File: src/rtl/wb.sv
// Write-back stage: retires ALU results immediately, waits on the memory response for loads, drives the regfile write port.
// Latency 1 cycle from retire condition to write strobe; o_stall holds upstream while a load response is outstanding.

`ifndef WB_DEFS_SV
`define WB_DEFS_SV
`define ADDR_W       32
`define INSTR_W      32
`define DEST_SRC_W   2
`define DEST_SRC_ALU 2'd1
`define DEST_SRC_MEM 2'd2
`define REG_IDX_W    5
`define WORD_W       32
`endif

module wb #(
    parameter int MEM_TIMEOUT = 255,
    parameter int CNT_W       = 32
) (
    input  logic                   clk,
    input  logic                   clr,
    input  logic                   i_valid,
    input  logic [`ADDR_W-1:0]     i_pc,
    input  logic [`INSTR_W-1:0]    i_instr,
    input  logic [`DEST_SRC_W-1:0] i_dest_src,
    input  logic [`REG_IDX_W-1:0]  i_dest_reg,
    input  logic [`WORD_W-1:0]     i_alu_result,
    input  logic                   i_mem_rsp_valid,
    input  logic [`WORD_W-1:0]     i_mem_rsp_data,
    output logic                   o_mem_rsp_ready,
    output logic                   o_stall,
    output logic                   o_wb_dest_en,
    output logic [`REG_IDX_W-1:0]  o_wb_dest_reg,
    output logic [`WORD_W-1:0]     o_wb_dest_data,
    output logic [CNT_W-1:0]       o_retired,
    output logic                   o_timeout
);
    localparam int TW = (MEM_TIMEOUT > 0) ? $clog2(MEM_TIMEOUT + 1) : 1;

    typedef enum logic {IDLE, WAIT_MEM} state_t;

    state_t                  state, state_n;
    logic [TW-1:0]           timer, timer_n;
    logic [`REG_IDX_W-1:0]   l_reg;
    logic [2:0]              l_f3;
    logic [1:0]              l_off;
    logic                    latch, retire, wr, to_set;
    logic [`REG_IDX_W-1:0]   wr_reg;
    logic [`WORD_W-1:0]      wr_val;
    logic                    wr_fire;

    // Misaligned halfwords select by off[1] only; unknown funct3 passes the word through.
    function automatic logic [`WORD_W-1:0] extract(input logic [2:0] f3, input logic [1:0] off,
                                                    input logic [`WORD_W-1:0] d);
        logic [7:0]  b;
        logic [15:0] h;
        b = d[8*off +: 8];
        h = d[16*off[1] +: 16];
        case (f3)
            3'b000:  extract = {{24{b[7]}}, b};
            3'b100:  extract = {24'd0, b};
            3'b001:  extract = {{16{h[15]}}, h};
            3'b101:  extract = {16'd0, h};
            default: extract = d;
        endcase
    endfunction

    always_comb begin
        state_n         = state;
        timer_n         = timer;
        o_mem_rsp_ready = 1'b0;
        o_stall         = 1'b0;
        latch           = 1'b0;
        retire          = 1'b0;
        wr              = 1'b0;
        to_set          = 1'b0;
        wr_reg          = i_dest_reg;
        wr_val          = i_alu_result;
        case (state)
            IDLE: begin
                if (i_valid) begin
                    if (i_dest_src == `DEST_SRC_MEM) begin
                        o_mem_rsp_ready = 1'b1;
                        if (i_mem_rsp_valid) begin
                            retire = 1'b1;
                            wr     = 1'b1;
                            wr_val = extract(i_instr[14:12], i_alu_result[1:0], i_mem_rsp_data);
                        end else begin
                            o_stall = 1'b1;
                            latch   = 1'b1;
                            timer_n = TW'(1);
                            state_n = WAIT_MEM;
                        end
                    end else begin
                        retire = 1'b1;
                        wr     = (i_dest_src == `DEST_SRC_ALU);
                    end
                end
            end
            WAIT_MEM: begin
                o_mem_rsp_ready = 1'b1;
                wr_reg          = l_reg;
                if (i_mem_rsp_valid) begin
                    retire  = 1'b1;
                    wr      = 1'b1;
                    wr_val  = extract(l_f3, l_off, i_mem_rsp_data);
                    state_n = IDLE;
                end else if (MEM_TIMEOUT != 0 && timer == TW'(MEM_TIMEOUT)) begin
                    to_set  = 1'b1;
                    state_n = IDLE;
                end else begin
                    o_stall = 1'b1;
                    timer_n = timer + TW'(1);
                end
            end
            default: state_n = IDLE;
        endcase
    end

    assign wr_fire = retire && wr && (wr_reg != '0);

    always_ff @(posedge clk) begin
        if (clr) begin
            state          <= IDLE;
            timer          <= '0;
            l_reg          <= '0;
            l_f3           <= '0;
            l_off          <= '0;
            o_wb_dest_en   <= 1'b0;
            o_wb_dest_reg  <= '0;
            o_wb_dest_data <= '0;
            o_retired      <= '0;
            o_timeout      <= 1'b0;
        end else begin
            state        <= state_n;
            timer        <= timer_n;
            o_wb_dest_en <= wr_fire;
            if (latch) begin
                l_reg <= i_dest_reg;
                l_f3  <= i_instr[14:12];
                l_off <= i_alu_result[1:0];
            end
            if (wr_fire) begin
                o_wb_dest_reg  <= wr_reg;
                o_wb_dest_data <= wr_val;
            end
            if (retire)
                o_retired <= o_retired + CNT_W'(1);
            if (to_set)
                o_timeout <= 1'b1;
        end
    end
endmodule

File: config.mk
export PLATFORM = sky130hd
export DESIGN_NAME = wb
export DESIGN_NICKNAME = d
export VERILOG_FILES = /design/src/rtl/wb.sv
export SDC_FILE = /design/constraint.sdc
export NUM_CORES = 1
export LEC_CHECK = 0
export BUFFER_PORTS_ARGS = -buffer_cell sky130_fd_sc_hd__buf_4
export CORE_AREA = 5 5 113 115
export DETAILED_ROUTE_END_ITERATION = 16
export DIE_AREA = 0 0 118 120
export PLACE_DENSITY_LB_ADDON = 0.25
export SLEW_MARGIN = 20
export SYNTH_ARGS = -nofsm -noshare
export SYNTH_HDL_FRONTEND = slang
export SYNTH_SLANG_ARGS = --single-unit
File: constraint.sdc
create_clock -name clk -period 2.4 [get_ports clk]
set_input_delay 0.12 -clock clk [delete_from_list [all_inputs] [get_ports clk]]
set_output_delay 0.12 -clock clk [all_outputs]
set_load 0.005 [all_outputs]
-- Yosys cells after proc, flatten, opt, wreduce, memory -nomap -nowiden
Cells that the tools add are included.
- bits in registers: 90
- bits of input ports: 139
- output and inout bits: 73
- logic and storage cells: 71
- add/sub/neg operators: 2
- equality and inequality tests: 14
- shift operators: 4
- multiplexer cells: 34
- bitwise logic cells: 1
- reduce and logical (&&, ||, !) cells: 6
- operators by type and width (operator ; count):
    32-bit case mux with 4 select lines ; 2
    32-bit 2-to-1 mux ; 4
    32-bit case mux with 2 select lines ; 1
    32-bit by 6-bit variable part select with 16-bit output ; 2
    32-bit by 6-bit variable part select with 8-bit output ; 2
    8-bit 2-to-1 mux ; 5
    32-bit by 1-bit adder with 32-bit output, second input constant ; 1
    1-bit 2-to-1 mux ; 16
    8-bit case mux with 2 select lines ; 1
    3-bit == test, second input constant ; 4
    2-bit inequality test, second input constant ; 5
    8-bit by 1-bit adder with 8-bit output, second input constant ; 1
    8-bit == test, second input constant ; 1
    1-bit case mux with 2 select lines ; 4
    3-bit by 1-bit == test with 1-bit output, second input constant ; 2
    3-bit logical NOT ; 2
    5-bit 2-to-1 mux ; 1
    5-bit AND reduction ; 1
    5-bit nonzero test ; 1
    2-bit by 1-bit == test with 1-bit output, second input constant ; 1
    2-bit == test, second input constant ; 1
    1-bit logical AND ; 2
    1-bit NOT ; 1

-- Logic depth before layout (Yosys ltp)
Gate-level depths: netlist (run 1).
- word-level depth: 6
- depth in mapped cells: 9
- gate-level depth less buffers: 6

-- Worst setup path after synthesis (run 1)
No wires, ideal clock.
- path type: reg-to-reg
- start: register o_retired[9]
- end: register o_retired[23]
- setup time: 0.070 ns
- data arrival time: 2.071 ns
- required time: 2.330 ns
- setup slack: 0.259 ns
- cell stages (with the launch flop): 8
- path buffers: 2
- clock period less this slack: 2.141 ns
- cells stage by stage: dfxtp_1 > and4_1 > nand2_1 > or4_4 > buf_6 > buf_6 > or4_1 > a21oi_1
- longest elaborated chain between the ends: 1
- ends and longest elaborated chain (element ; line ; source):
    from (decl) ; 34 ; output logic [CNT_W-1:0] o_retired,
    from (signal assigned) ; 147 ; o_retired <= o_retired + CNT_W'(1);
    32-bit by 1-bit adder with 32-bit output ; 147 ;
Every way passes these cells.
A chain may end at the register's enable or synchronous reset.

-- Final worst setup path (run 1)
- start: register o_retired[9]
- end: register o_retired[25]
Same word-level chain as after synthesis.

==> results of run 1 <==
==> final timing paths <==
check	startpoint	endpoint	slack (ns)	cells past startpoint
max	o_retired[9]	o_retired[25]	0.1	5
min	i_dest_reg[4]	l_reg[4]	0.02	3
max reg2reg	o_retired[9]	o_retired[25]	0.1	5
min reg2reg	o_wb_dest_reg[3]	o_wb_dest_reg[3]	0.47	2
==> routing by layer <==
layer  share of wire  wire, µm  vias to the layer above
li1                -         -                     3012
met1            0.43      8240                     3011
met2            0.46      8780                      291
met5               0         0                        -
met4           0.028       535                        0
met3           0.077      1460                       53
==> power by group through the flow <==
stage	combinational [µW]	sequential, µW	clock, µW
floorplan	326	1620	0
global placement	638	1630	0
detailed placement	647	1630	0
CTS	649	1590	1570
global route	712	1600	1650
finish	656	1600	1560
==> cells by family after synthesis <==
logic type / after synthesis
buf+inv: 79
xor+xnor: 8
simple gates: 264
mux: 28
fa+ha+maj: 2
flops: 90
compound gates: 259
==> final cells by class <==
cell class / instances / area (µm²) / share of cell area
clock inverter: 5 / 87.6 / 0.0121
clock buffer: 11 / 233 / 0.0323
tap: 147 / 184 / 0.0255
sequential: 90 / 1800 / 0.250
multi-input combinational: 562 / 3510 / 0.487
inverter: 19 / 71.3 / 0.00989
timing repair buffer: 174 / 1320 / 0.183
==> stage by stage <==
stage | utilization | cells | worst slack (ns)
global placement | 0.588 | 991 | 0.236
CTS | 0.615 | 1007 | 0.134
global route | 0.616 | 1008 | -0.0120
finish | 0.616 | 1008 | 0.0997
floorplan | - | 730 | 0.259
detailed placement | 0.588 | 991 | 0.162
==> Yosys cell counts, drive strengths merged (3+ instances only) <==
library cell	count
o221ai	5
o31ai	17
a211oi	10
nor2	81
a22oi	3
nand2b	7
mux2i	19
clkbuf	44
nand3	20
nand2	54
or3	12
a22o	13
buf	14
a21oi	40
and3	6
dfxtp	90
nor3	9
inv	18
o22ai	4
nor2b	12
a21o	17
a32oi	14
a31oi	9
o21bai	3
a311oi	31
mux2	9
a31o	8
and2	17
o21ai	69
nand4	9
or4	20
and4	7
xnor2	6
==> critical path, stage by stage (launching register included) <==
cell and delay (ns):
dfxtp_1 0.41, and4_1 0.26, nand2_1 0.13, or4_2 0.92, o31ai_1 0.34, a21oi_1 0.10
==> results.py, run 1 <==
metrics = {
    "synthesis": {
        "synth_compound_area_frac": 0.313,
        "ys.flop_type": "dfxtp_1",
        "async_reset_ff_frac": 0,
        "synth_xor_area_frac": 0.0124,
        "seq_area_frac_synth": 0.319,
        "synth_area_leader_cell": "dfxtp_1",
        "synth_top_area_frac": 0.319,
        "synth_area_um2": 5640,
        "synth_fa_ha_area_frac": 0.00443,
        "yosys.area_share.simple": 0.239,
        "yosys-top-cells-area": "dfxtp_1 (32%), o21ai_0 (6.1%), nor2_1 (5.4%), a311oi_1 (4.8%), nand2_1 (3.6%)",
        "ys_ff_latch": 90,
        "syn-num-nets": 871,
        "synth_top_family_by_area": "compound AO/OA/AOI/OAI gates",
        "synth_cells": 730,
        "syn_avg_cell_area_um2": 7.73,
        "yosysWarnings": 0,
        "synth_mux_area_frac": 0.0517,
        "synth_edf_count": 0,
        "synth_cell_types": 65,
    },
    "drt": {
        "drt-initial-drc-count": 709,
        "detail_route.first_pass.iterations": 5,
        "via_per_inst": 6.32,
        "vias": 6367,
        "routedWlPerCell_um": 18.9,
        "drc": 0,
        "routed_wirelength_um": 19000,
        "final_antenna_net_count": 0,
    },
    "final_layout": {
        "drive_above_1_share": 0.246,
        "nNetsFinal": 997,
        "areaGrowthSynthToFinish_pct": 27.8,
        "layout_commonest_cell": "buf_4",
        "fillers": 1075,
        "num_antenna_cells": 0,
        "final_cell_mix": "buf_4 (173), dfxtp_1 (90), nor2_1 (81)",
        "reg_top3": "o_retired x32, o_wb_dest_data x32, timer x8",
        "design_area_um2": 7210,
    },
    "timing": {
        "setup_viol": 0,
        "slew_violations": 0,
        "fin_setup_tns_ns": 0,
        "period_share": 0.958,
        "slew_headroom": 0.598,
        "skew_ns": 0.00881,
        "min_period_ns": 2.30,
        "rsz0062_at_grt": "true",
        "hold_violations": 0,
        "max_freq_mhz": 435,
        "worst_pin_slew_ns": 0.603,
        "holdWs_ns": 0.0241,
    },
    "power": {
        "switching_power_uw": 1020,
        "power_frac_seq": 0.419,
        "internal-power_uw": 2790,
        "power.total_uw": 3810,
        "leakagePower_uw": 0.00281,
        "vdd_ir_drop_max_v": 0.000378,
        "combPwrFrac": 0.172,
        "pwr-share-clk": 0.409,
        "powerDensity_nw_per_um2": 528,
        "sw_frac_of_total": 0.268,
    },
    "grt": {
        "busiest_layer": "met2",
        "grt_pass1_vias": 5859,
        "gr-usage-all-layers": 0.251,
        "met3_usage": 0.0448,
        "grt_pass1_wl_um": 29500,
        "grt_use_met2": 0.393,
        "grtUsageMet1": 0.340,
        "antenna_found_initial": 0,
        "grt_max_degree": 69,
        "grt_overflow": 0,
    },
    "die": {
        "dieArea_um2": 14200,
        "start_util": 0.482,
        "die_h_um": 120,
        "rows": 40,
        "die_w_um": 118,
        "io_pins": 212,
        "fp.coreArea_um2": 11700,
    },
    "clock_network": {
        "cts_resized": 0,
        "cts_max_level": 3,
        "clkSinkCount": 90,
        "insertion_delay_ns": 0.35,
        "cts_tree": "yes",
        "clk_pin_slew_worst_paths_ns": 0.07,
        "post_cts_buffers": 0,
        "cts_buffer_depth": 2,
        "cts_root_buffer": "clkbuf_16",
        "cts_buffers": 9,
        "cts_hold_buf": 0,
    },
    "min_path": {
        "min_path_type": "primary input to register",
    },
    "worst_setup_path": {
        "path_class": "register to register",
        "end_kind": "register",
        "cp-start-kind": "register",
        "cp_max_fo": 17,
        "worstPathRequired_ns": 2.62,
        "arrival_ns": 2.52,
    },
    "placement": {
        "place_area_um2": 6880,
        "numPortBuffers": 150,
        "place_congestion": 0.905,
        "dpl.hpwl_um": 13500,
    },
    "run": {
        "cap_violations": 0,
    },
    "run_status": {
        "status": "complete, no violations",
    },
}
(Power assumes the default switching activity.)
==> run 2: changes to the inputs <==
--- a/config.mk
+++ b/config.mk
@@ -10,6 +10,7 @@
 export DETAILED_ROUTE_END_ITERATION = 16
 export DIE_AREA = 0 0 118 120
 export PLACE_DENSITY_LB_ADDON = 0.25
+export SETUP_SLACK_MARGIN = 0.3
 export SLEW_MARGIN = 20
 export SYNTH_ARGS = -nofsm -noshare
 export SYNTH_HDL_FRONTEND = slang
==> results.py, run 2 (same netlist as run 1, synthesis figures left out) <==
metrics = {
    "power": {
        "leakagePower_uw": 0.00285,
        "vdd_ir_drop_max_v": 0.000447,
        "power.total_uw": 3730,
        "powerDensity_nw_per_um2": 511,
    },
    "worst_setup_path": {
        "slowest_delay_ns": 0.59,
        "end_kind": "register",
        "r2r_slack_ns": 0.36,
        "cp_max_fo": 8,
        "path_class": "register to register",
        "cp-start-kind": "register",
        "worst_r2r_path_depth": 5,
        "crit_path_end": "o_retired[27]",
        "arrival_ns": 2.33,
        "critPathLaunch": "o_retired[10]",
        "path_cells": "and4_4, nand2_4, or4_4, or4_4, a21oi_2",
        "cp_slowest_cell": "or4_4",
        "worstPathRequired_ns": 2.69,
        "reg2reg_from": "o_retired[10]",
        "r2r-end": "o_retired[27]",
        "cpMostUsedCell": "or4_4",
    },
    "drt": {
        "routedWlPerCell_um": 19.4,
        "via_per_inst": 6.42,
        "routed_wirelength_um": 19700,
        "top_layer_used": "met4",
        "drt-initial-drc-count": 565,
        "detail_route.first_pass.iterations": 5,
        "route.met2.wl_um": 9270,
        "route.met3.wl_um": 1660,
        "wl_met1_um": 8220,
        "final_antenna_net_count": 0,
        "drc": 0,
        "vias": 6514,
    },
    "grt": {
        "grt_pass1_wl_um": 31000,
        "gr-usage-all-layers": 0.264,
        "grt_max_degree": 75,
        "grt_overflow": 0,
        "grt_pass1_vias": 6157,
        "antenna_found_initial": 0,
    },
    "timing": {
        "slew_headroom": 0.569,
        "slew_violations": 0,
        "setup_viol": 0,
        "period_share": 0.850,
        "skew_ns": 0.00764,
        "max_freq_mhz": 490,
        "fin_setup_tns_ns": 0,
        "min_period_ns": 2.04,
        "hold_violations": 0,
        "rsz0062_at_grt": "true",
        "worst_pin_slew_ns": 0.646,
    },
    "final_layout": {
        "layout_commonest_cell": "buf_4",
        "design_area_um2": 7300,
        "nNetsFinal": 1003,
        "final_cell_mix": "buf_4 (177), dfxtp_1 (85), nor2_1 (80)",
        "areaGrowthSynthToFinish_pct": 29.4,
        "drive_above_1_share": 0.271,
        "num_antenna_cells": 0,
        "reg_top3": "o_retired x32, o_wb_dest_data x32, timer x8",
    },
    "clock_network": {
        "cts_max_level": 3,
        "cts_hold_buf": 0,
        "cts_tree": "yes",
        "cts_root_buffer": "clkbuf_16",
        "cts_buffer_depth": 2,
        "cts_buffers": 9,
        "clkSinkCount": 90,
        "clk_pin_slew_worst_paths_ns": 0.07,
        "insertion_delay_ns": 0.35,
    },
    "die": {
        "rows": 40,
        "start_util": 0.482,
        "die_w_um": 118,
        "dieArea_um2": 14200,
        "fp.coreArea_um2": 11700,
        "die_h_um": 120,
        "io_pins": 212,
    },
    "placement": {
        "place_area_um2": 6910,
        "numPortBuffers": 150,
        "place_congestion": 0.945,
        "dpl.hpwl_um": 13600,
    },
    "min_path": {
        "hp-start": "i_dest_reg[0]",
        "min_path_type": "primary input to register",
    },
    "run_status": {
        "status": "complete, no violations",
    },
    "run": {
        "cap_violations": 0,
    },
}
run 2: cell types whose count changed in the layout (fill, tap and decap cells not counted), moves of 2 or more:
cell     previous run  this run
a21oi_1            40        38
a21oi_2             0         2
and4_1              7         5
buf_4             173       177
dfxtp_1            90        85
dfxtp_2             0         3
dfxtp_4             0         2
or4_1              19        15
or4_4               1         8
run 2: worst max-delay path: cells and delay by family (launching register included):
kind / cells / cell delay (ns)
AND/OR/NAND/NOR: 4 / 1.47
AO/OA/AOI/OAI: 1 / 0.14
flip-flops: 1 / 0.37
run 2: stage by stage:
stage | instances | utilization | hold slack [ns] | setup slack, ns
finish | 1014 | 0.623 | 0.0363 | 0.361
detailed placement | 994 | 0.590 | 0.391 | 0.187
global route | 1014 | 0.623 | 0.0418 | 0.267
CTS | 1013 | 0.619 | 0.0282 | 0.297
global placement | 994 | 0.590 | 0.373 | 0.281
floorplan | 730 | - | 0.267 | 0.303
run 2: worst min-delay path by stage:
| stage | end | slack [ns] | cells past startpoint |
|---|---|---|---|
| global placement | l_reg[0] | 0.37 | 3 |
| floorplan | l_f3[2] | 0.27 | 2 |
| global route | l_reg[0] | 0.04 | 3 |
| finish | l_reg[0] | 0.04 | 3 |
| detailed placement | l_reg[3] | 0.39 | 3 |
| CTS | l_reg[3] | 0.03 | 3 |
run 2: repair_timing:
| item | in CTS | in global routing |
|---|---|---|
| endpoints found under the hold margin | 0 | 0 |
| pin swaps | 1 | 5 |
| gates resized for setup | 6 | 13 |
| setup endpoints to repair | 17 | 21 |
| buffers inserted | 0 | 1 |
| gates cloned | 3 | 0 |
run 2: per-layer routing:
metal,track usage,vias up
li1,-,3041
met1,0.342,3074
met2,0.432,349
met3,0.0528,50
met4,0.104,0
met5,0,-
run 2: power by group:
group	internal (µW)	total (µW)	leakage [µW]	switching, µW
registers	1550	1590	0.000735	39.7
logic	314	669	0.00198	355
clock network	821	1470	0.000141	652
run 2: cell type report:
type                            count  area, µm²
Tap cell                          147        184
Clock buffer                       10        229
Inverter                           19       71.3
Clock inverter                      6       73.8
Sequential cell                    90       1810
Multi-Input combinational cell    564       3580
Timing Repair Buffer              178       1350
Fill cell                        1070       4410
